`config.mk`:
```
export PLATFORM = sky130hd
export DESIGN_NAME = pc_sequencer
export DESIGN_NICKNAME = d
export VERILOG_FILES = /design/src/rtl/cpu_pkg.sv /design/src/rtl/pc_sequencer_next_pc.sv /design/src/rtl/pc_sequencer.sv
export SDC_FILE = /design/constraint.sdc
export NUM_CORES = 1
export LEC_CHECK = 0
export CAP_MARGIN = 15
export CELL_PAD_IN_SITES_DETAIL_PLACEMENT = 1
export CELL_PAD_IN_SITES_GLOBAL_PLACEMENT = 1
export CORE_MARGIN = 1
export CORE_UTILIZATION = 30
export CTS_CLUSTER_SIZE = 25
export DETAILED_ROUTE_END_ITERATION = 8
export PLACE_DENSITY_LB_ADDON = 0.3
export SYNTH_ARGS = -nofsm -noshare
export SYNTH_HDL_FRONTEND = slang
export SYNTH_SLANG_ARGS = --single-unit
```
`constraint.sdc`:
```
create_clock -name Clock -period 4.15 [get_ports Clock]
set_input_delay 1.0375 -clock Clock [delete_from_list [all_inputs] [get_ports Clock]]
set_output_delay 1.0375 -clock Clock [all_outputs]
set_load 0.05 [all_outputs]
```
`src/rtl/cpu_pkg.sv`:
```
// Shared types for the 8-bit single-stage processor:
// opcodes, sequencer states and instruction field positions.
package cpu_pkg;

  typedef enum logic [2:0] {
    OP_ADD  = 3'b000,
    OP_SLLI = 3'b001,
    OP_J    = 3'b010,
    OP_BLT  = 3'b100,
    OP_ADDI = 3'b101
  } opcode_t;

  typedef enum logic [2:0] {
    S_IDLE  = 3'd0,
    S_RUN   = 3'd1,
    S_STEP  = 3'd2,
    S_PAUSE = 3'd3,
    S_HALT  = 3'd4
  } state_t;

  localparam int OP_W    = 3;
  localparam int JOFF_HI = 4;
  localparam int JOFF_W  = 5;
  localparam int BOFF_HI = 2;
  localparam int BOFF_W  = 3;

endpackage

```
`src/rtl/pc_sequencer_next_pc.sv`:
```
// Next-PC resolution for J / BLT and detection of the
// J-to-self halt idiom. Purely combinational.
module next_pc
  import cpu_pkg::*;
#(
  parameter int Psize = 8,
  parameter int Isize = 8
) (
  input  logic [Psize-1:0] pc,
  input  logic [Isize-1:0] instr,
  input  logic             lt,
  output logic [Psize-1:0] target,
  output logic             halt_idiom
);

  logic [OP_W-1:0]  op;
  logic [Psize-1:0] one;
  logic [Psize-1:0] jofs;
  logic [Psize-1:0] bofs;
  logic             is_j;
  logic             is_blt;

  assign op     = instr[Isize-1 -: OP_W];
  assign one    = {{(Psize-1){1'b0}}, 1'b1};
  assign is_j   = (op == OP_J);
  assign is_blt = (op == OP_BLT);

  assign jofs = {{(Psize-JOFF_W){instr[JOFF_HI]}},
                 instr[JOFF_HI:0]};
  assign bofs = {{(Psize-BOFF_W){1'b0}},
                 instr[BOFF_HI:0]};

  // Adder wraps modulo 2^Psize, so negative jumps fall out naturally.
  always_comb begin
    target     = pc + one;
    halt_idiom = 1'b0;
    unique case (1'b1)
      is_j: begin
        target     = pc + jofs;
        halt_idiom = (instr[JOFF_HI:0] == '0);
      end
      is_blt: begin
        target = lt ? (pc + bofs) : (pc + one);
      end
      default: begin
        target = pc + one;
      end
    endcase
  end

endmodule

```
`src/rtl/pc_sequencer.sv`:
```
// Program counter, run/pause/step/halt controller and
// saturating retired-instruction counter.
module pc_sequencer
  import cpu_pkg::*;
#(
  parameter int Psize = 8,
  parameter int Isize = 8,
  parameter int Csize = 16
) (
  input  logic             Clock,
  input  logic             Reset,
  input  logic             run,
  input  logic             step,
  input  logic             restart,
  input  logic [Isize-1:0] I,
  input  logic             lt,
  output logic [Psize-1:0] address,
  output logic             exec_en,
  output logic             halted,
  output logic [Csize-1:0] icount
);

  state_t           state;
  state_t           nstate;
  logic [Psize-1:0] pc;
  logic [Psize-1:0] target;
  logic             halt_idiom;
  logic             rewind;
  logic [Csize-1:0] cnt;

  next_pc #(
    .Psize(Psize),
    .Isize(Isize)
  ) u_next_pc (
    .pc        (pc),
    .instr     (I),
    .lt        (lt),
    .target    (target),
    .halt_idiom(halt_idiom)
  );

  always_ff @(posedge Clock) begin
    if (Reset) state <= S_IDLE;
    else       state <= nstate;
  end

  always_comb begin
    nstate = state;
    unique case (state)
      S_IDLE, S_PAUSE: begin
        if (restart)   nstate = S_IDLE;
        else if (run)  nstate = S_RUN;
        else if (step) nstate = S_STEP;
      end
      S_RUN: begin
        if (halt_idiom) nstate = S_HALT;
        else if (!run)  nstate = S_PAUSE;
        else            nstate = S_RUN;
      end
      S_STEP: begin
        if (halt_idiom) nstate = S_HALT;
        else            nstate = S_PAUSE;
      end
      S_HALT: begin
        if (restart) nstate = S_IDLE;
      end
      default: nstate = S_IDLE;
    endcase
  end

  always_comb begin
    exec_en = 1'b0;
    halted  = 1'b0;
    unique case (state)
      S_RUN, S_STEP: exec_en = 1'b1;
      S_HALT:        halted  = 1'b1;
      default: begin
        exec_en = 1'b0;
        halted  = 1'b0;
      end
    endcase
  end

  // restart only acts in the stopped states; RUN/STEP ignore it.
  assign rewind = restart && !exec_en;

  always_ff @(posedge Clock) begin
    if (Reset)        pc <= '0;
    else if (rewind)  pc <= '0;
    else if (exec_en) pc <= target;
  end

  always_ff @(posedge Clock) begin
    if (Reset)
      cnt <= '0;
    else if (exec_en && !(&cnt))
      cnt <= cnt + {{(Csize-1){1'b0}}, 1'b1};
  end

  assign address = pc;
  assign icount  = cnt;

endmodule

```
[Word level (Yosys, flattened, before mapping)]
Cells that the tools add are included.
Cells by class
  eq/ne operators: 8
  mux-type cells: 13
  reductions and logical operators: 11
  add/subtract/negate cells: 4
Operators by type and width (count)
  2-to-1 mux 3 bit: 6
  adder 16 x 1 -> 16 bit, second input constant: 1
  one-hot mux 8 bit (2 select lines): 1
  AND reduction 16 bit: 1
  one-hot mux 3 bit (4 select lines): 1
  equality test 3 x 2 -> 1 bit, second input constant: 3
  adder 8 x 1 -> 8 bit, second input constant: 1
  adder 8 x 3 -> 8 bit: 1
  adder 8 bit: 1
  2-to-1 mux 8 bit: 1
  equality test 3 bit, second input constant: 2
  OR reduction 2 bit: 3
  logical NOT 5 bit: 1
  inequality test 4 bit, second input constant: 1
  equality test 3 x 1 -> 1 bit, second input constant: 1
  logical NOT 3 bit: 1
  2-to-1 mux 1 bit: 3
  logical AND 1 bit: 2
  logical NOT 1 bit: 2
  2-to-1 mux 2 bit: 1
  inequality test 2 bit, second input constant: 1
  AND reduction 2 bit: 1
Word-level totals
  input bits: 14
  register bits: 27
  logic and storage cells: 39

[Logic depth before layout (Yosys ltp)]
  depth after elaboration: 6
  depth in mapped cells: 8
  gate-level depth less buffers: 7

[By module]
Synthesis repeated with hierarchy kept, for this count alone.
Second synthesis, totals
  cells, all modules: 270
  area total of the unflattened synthesis: 2097.0 µm²
By module, submodules not included
  pc_sequencer: area each 1325.0 µm², times used 1, cells each 160, sequential area each 540.5 µm²
  next_pc: area each 772.0 µm², times used 1, cells each 110, sequential area each 0.0 µm²

[Least setup slack after synthesis]
OpenSTA, ideal clock, no wires.
  path type: in2reg
  start: in I[0]
  end: reg pc[6], in the netlist address[6]
  data arrival time: 2512 ps
  setup slack: 1511 ps
  stages on the path: 7
  library setup time: 127 ps
  cell sequence: ha_1 -> fa_1 -> a21oi_1 -> a211oi_1 -> xor2_1 -> a221oi_1 -> a31oi_1
Between the ends
  cells in the longest elaborated chain, start to end: 3
RTL lines
  start: declaration: RTL line pc_sequencer.sv:15  | input logic [Isize-1:0] I,
  adder 8 x 3 -> 8 bit: RTL line pc_sequencer_next_pc.sv:43  | target = lt ? (pc + bofs) : (pc + one);
  2-to-1 mux 8 bit: RTL line pc_sequencer_next_pc.sv:43
  one-hot mux 8 bit (2 select lines) *: RTL line pc_sequencer_next_pc.sv:37  | unique case (1'b1)
  end signal: assignment: RTL line pc_sequencer.sv:90  | else if (exec_en) pc <= target;
  end: declaration: RTL line pc_sequencer.sv:25  | logic [Psize-1:0] pc;
Every way passes the cells marked *; elsewhere a longest branch is shown, timed or not.
A chain may end at the register's enable or synchronous reset.

[Worst setup path after layout]
  start: reg state[0]
  end: out exec_en
Between the ends
  cells in the longest elaborated chain, start to end: 3
RTL lines
  start: declaration: RTL line pc_sequencer.sv:23  | state_t state;
  start signal: assignment: RTL line pc_sequencer.sv:44  | else state <= nstate;
  equality test 3 x 1 -> 1 bit or equality test 3 x 2 -> 1 bit (tied branches): RTL line pc_sequencer.sv:74  | unique case (state)
  OR reduction 2 bit *: RTL line pc_sequencer.sv:74
  2-to-1 mux 1 bit *: RTL line pc_sequencer.sv:74
  end: declaration: RTL line pc_sequencer.sv:18  | output logic exec_en,
Marks and branches as above.

==> flow_metrics.env <==
export IMPL_run_status="completed"
export IMPL_antenna_left=0
export IMPL_nets=311
export IMPL_h_tree_depth=1
export IMPL_hpwlAfterDp_um=4320
export IMPL_p_seq_share_pct=40.8
export IMPL_yosys_area_top_type="dfxtp_1"
export IMPL_power_switching_uw=308
export IMPL_cts_buffers=3
export IMPL_intPower_uw=459
export IMPL_grtUsageTotal_pct=16.1
export IMPL_yosysSeqAreaShare_pct=27.1
export IMPL_hold_violations=0
export IMPL_clockBufferDepth=2
export IMPL_wirelength_um=5580
export IMPL_syn_nets=277
export IMPL_drt_iter0_markers=65
export IMPL_design_die_area_mm2=0.00698
export IMPL_vias=1981
export IMPL_power_density_mw_per_mm2=309
export IMPL_cts_hold_buf=0
export IMPL_cts_root_buf="clkbuf_8"
export IMPL_synthArstFlopShare_pct=0
export IMPL_setup_viol=0
export IMPL_dieHeight_um=83.6
export IMPL_drive_gt1_share_pct=3.50
export IMPL_slowest_delay_ns=0.87
export IMPL_worstMarginPinSlew_ns=0.579
export IMPL_skew_ns=0.00925
export IMPL_crit_slowest_cell="clkdlybuf4s50_1"
export IMPL_grt_pass1_vias=1966
export IMPL_synth_edf_count=0
export IMPL_insertion_delay_ns=0.27
export IMPL_p_leak_uw=0.000910
export IMPL_overflow=0
export IMPL_relSlewSlack_pct=61.3
export IMPL_post_route_period_util_pct=87.3
export IMPL_fp_dieW_um=83.6
export IMPL_cts_sinks=27
export IMPL_critical_path_top_delay_family="buffers and inverters"
export IMPL_required_ns=3.11
export IMPL_final_util_pct=38.9
export IMPL_endpoint_kind="output port"
export IMPL_cts_setup_buffers=0
export IMPL_drc=0
export IMPL_place_gp_congestion=0.791
export IMPL_setup_tns_ns=0
export IMPL_synthDominantCellAreaShare_pct=27.1
export IMPL_drt_pass1_iterations=4
export IMPL_swShare_pct=40.2
export IMPL_finalMaxSlewViolations=0
export IMPL_maxCapViolCount=0
export IMPL_cts_tree="yes"
export IMPL_hp_class="reg -> reg"
export IMPL_grt_antenna_before_repair=0
export IMPL_pre_cts_slack_ns=0.811
export IMPL_netlist_area_mm2=0.00200
export IMPL_initial_core_util_pct=31.2
export IMPL_synthFlopType="dfxtp_1"
export IMPL_core_mm2=0.00639
export IMPL_path_class="reg -> out"
export IMPL_grt_max_degree=18
export IMPL_worst_setup_path_start_kind="register"
export IMPL_critical_path_buf_inv_count=2
export IMPL_critPathMaxFanout=17
export IMPL_fin_crit_ns=3.62
export IMPL_row_count=29
export IMPL_synth_distinct_cells=53
export IMPL_syn_to_final_growth_pct=24.6
export IMPL_combPwrFrac_pct=39.4
export IMPL_ys_warn_count=0
export IMPL_cp_arrival_ns=2.59
export IMPL_fmax_mhz=276
export IMPL_synth_seq_cells=27
export IMPL_cts_clk_slew_worst_paths_ns=0.10
export IMPL_syn_avg_cell_area_um2=7.89
export IMPL_whs_ns=0.550
export IMPL_pin_count=40
export IMPL_synthCells=253
export IMPL_cts_resized=0
export IMPL_antenna_cells=0
export IMPL_rsz0062_at_grt="no"
export IMPL_avgViaCountPerCell=5.46
export IMPL_post_drt_wl_per_cell_um=15.4
export IMPL_ir_drop_mv=0.147
export IMPL_p_clk_share_pct=19.7
export IMPL_synth_area_top_cells="dfxtp_1 27%, xor2_1 7.9%, nor2_1 6.8%"
export IMPL_grt_pass1_wl_um=9420
export IMPL_layout_common_cells="39 x clkdlybuf4s50_1, 36 x nor2_1, 27 x dfxtp_1, 18 x xor2_1, 16 x a21oi_1"
export IMPL_crit_chain="xor2_1 > nand2b_1 > inv_2 > clkdlybuf4s50_1"
export IMPL_port_buffers=39
export IMPL_final_common_cell="clkdlybuf4s50_1"
export IMPL_worst_slack_ns=0.526
-- state kept, by name (all words and copies together) (netlist names) --
| name | flops |
|---|---|
| address | 8 |
| icount | 16 |
| state | 3 |
-- final cells by class --
class	count	area [um2]
multi-input cells	206	1370
well taps	77	96.3
fillers	788	3900
clock buffers	4	45.0
inverters	9	33.8
flip-flops and latches	27	541
repair buffers	40	398
-- stage by stage --
| stage | std cells | power, uW | cell area [um2] |
|---|---|---|---|
| after CTS | 363 | 778 | 2490 |
| final | 363 | 767 | 2490 |
| after global placement | 359 | 619 | 2440 |
| after global routing | 363 | 818 | 2490 |
| after detailed placement | 359 | 624 | 2440 |
| after floorplan | 253 | 532 | 2000 |
-- cell usage after synthesis, drive strengths merged, types with 4 or more instances --
cell type,n
nand4,4
a221oi,4
nand2b,5
o21ai,15
xor2,18
inv,9
clkbuf,7
ha,9
a21o,4
a211oi,5
o211ai,6
a21oi,16
nand3,14
nor3,5
buf,4
nor2,36
dfxtp,27
and2,4
o2111ai,5
nand2,12
-- metal layers --
metal  track usage, %  vias up  wire length [um]
met2             26.9       16              2560
li1                 -     1007                 -
met3             2.18        4                91
met1             22.4      954              2880
met4             2.77        0                44
met5                0        -                 0
-- cell families after synthesis --
logic type | after synthesis | synth area share [%]
buf+inv | 20 | 4.14
fa+ha+maj | 10 | 6.65
flops | 27 | 27.1
compound gates | 73 | 25.2
xor+xnor | 21 | 9.22
mux | 3 | 1.50
simple gates | 99 | 26.2
-- tightest hold or removal path, cell delays in order (launching register included) --
cell and delay (ns):
dfxtp_1 0.37, xor2_1 0.08, nor2_1 0.07
-- worst paths after layout --
kind | startpoint | end | slack [ns] | cells past startpoint
hold / removal | icount[9]$_SDFFE_PP0P_ | icount[9]$_SDFFE_PP0P_ | 0.55 | 2
hold reg to reg | icount[9]$_SDFFE_PP0P_ | icount[9]$_SDFFE_PP0P_ | 0.55 | 2
setup / recovery | state[0]$_SDFFE_PP0P_ | exec_en | 0.53 | 4
setup reg to reg | address[0]$_SDFFE_PP0P_ | address[6]$_SDFFE_PP0P_ | 1.97 | 7
-- power groups by stage --
stage	Sequential (uW)	Clock, uW	Combinational, uW
finish	313	152	303
detailed placement	320	0	304
floorplan	355	0	177
global placement	319	0	300
global route	317	169	331
CTS	314	159	305
Note: power is estimated with default switching activity, not from simulation.
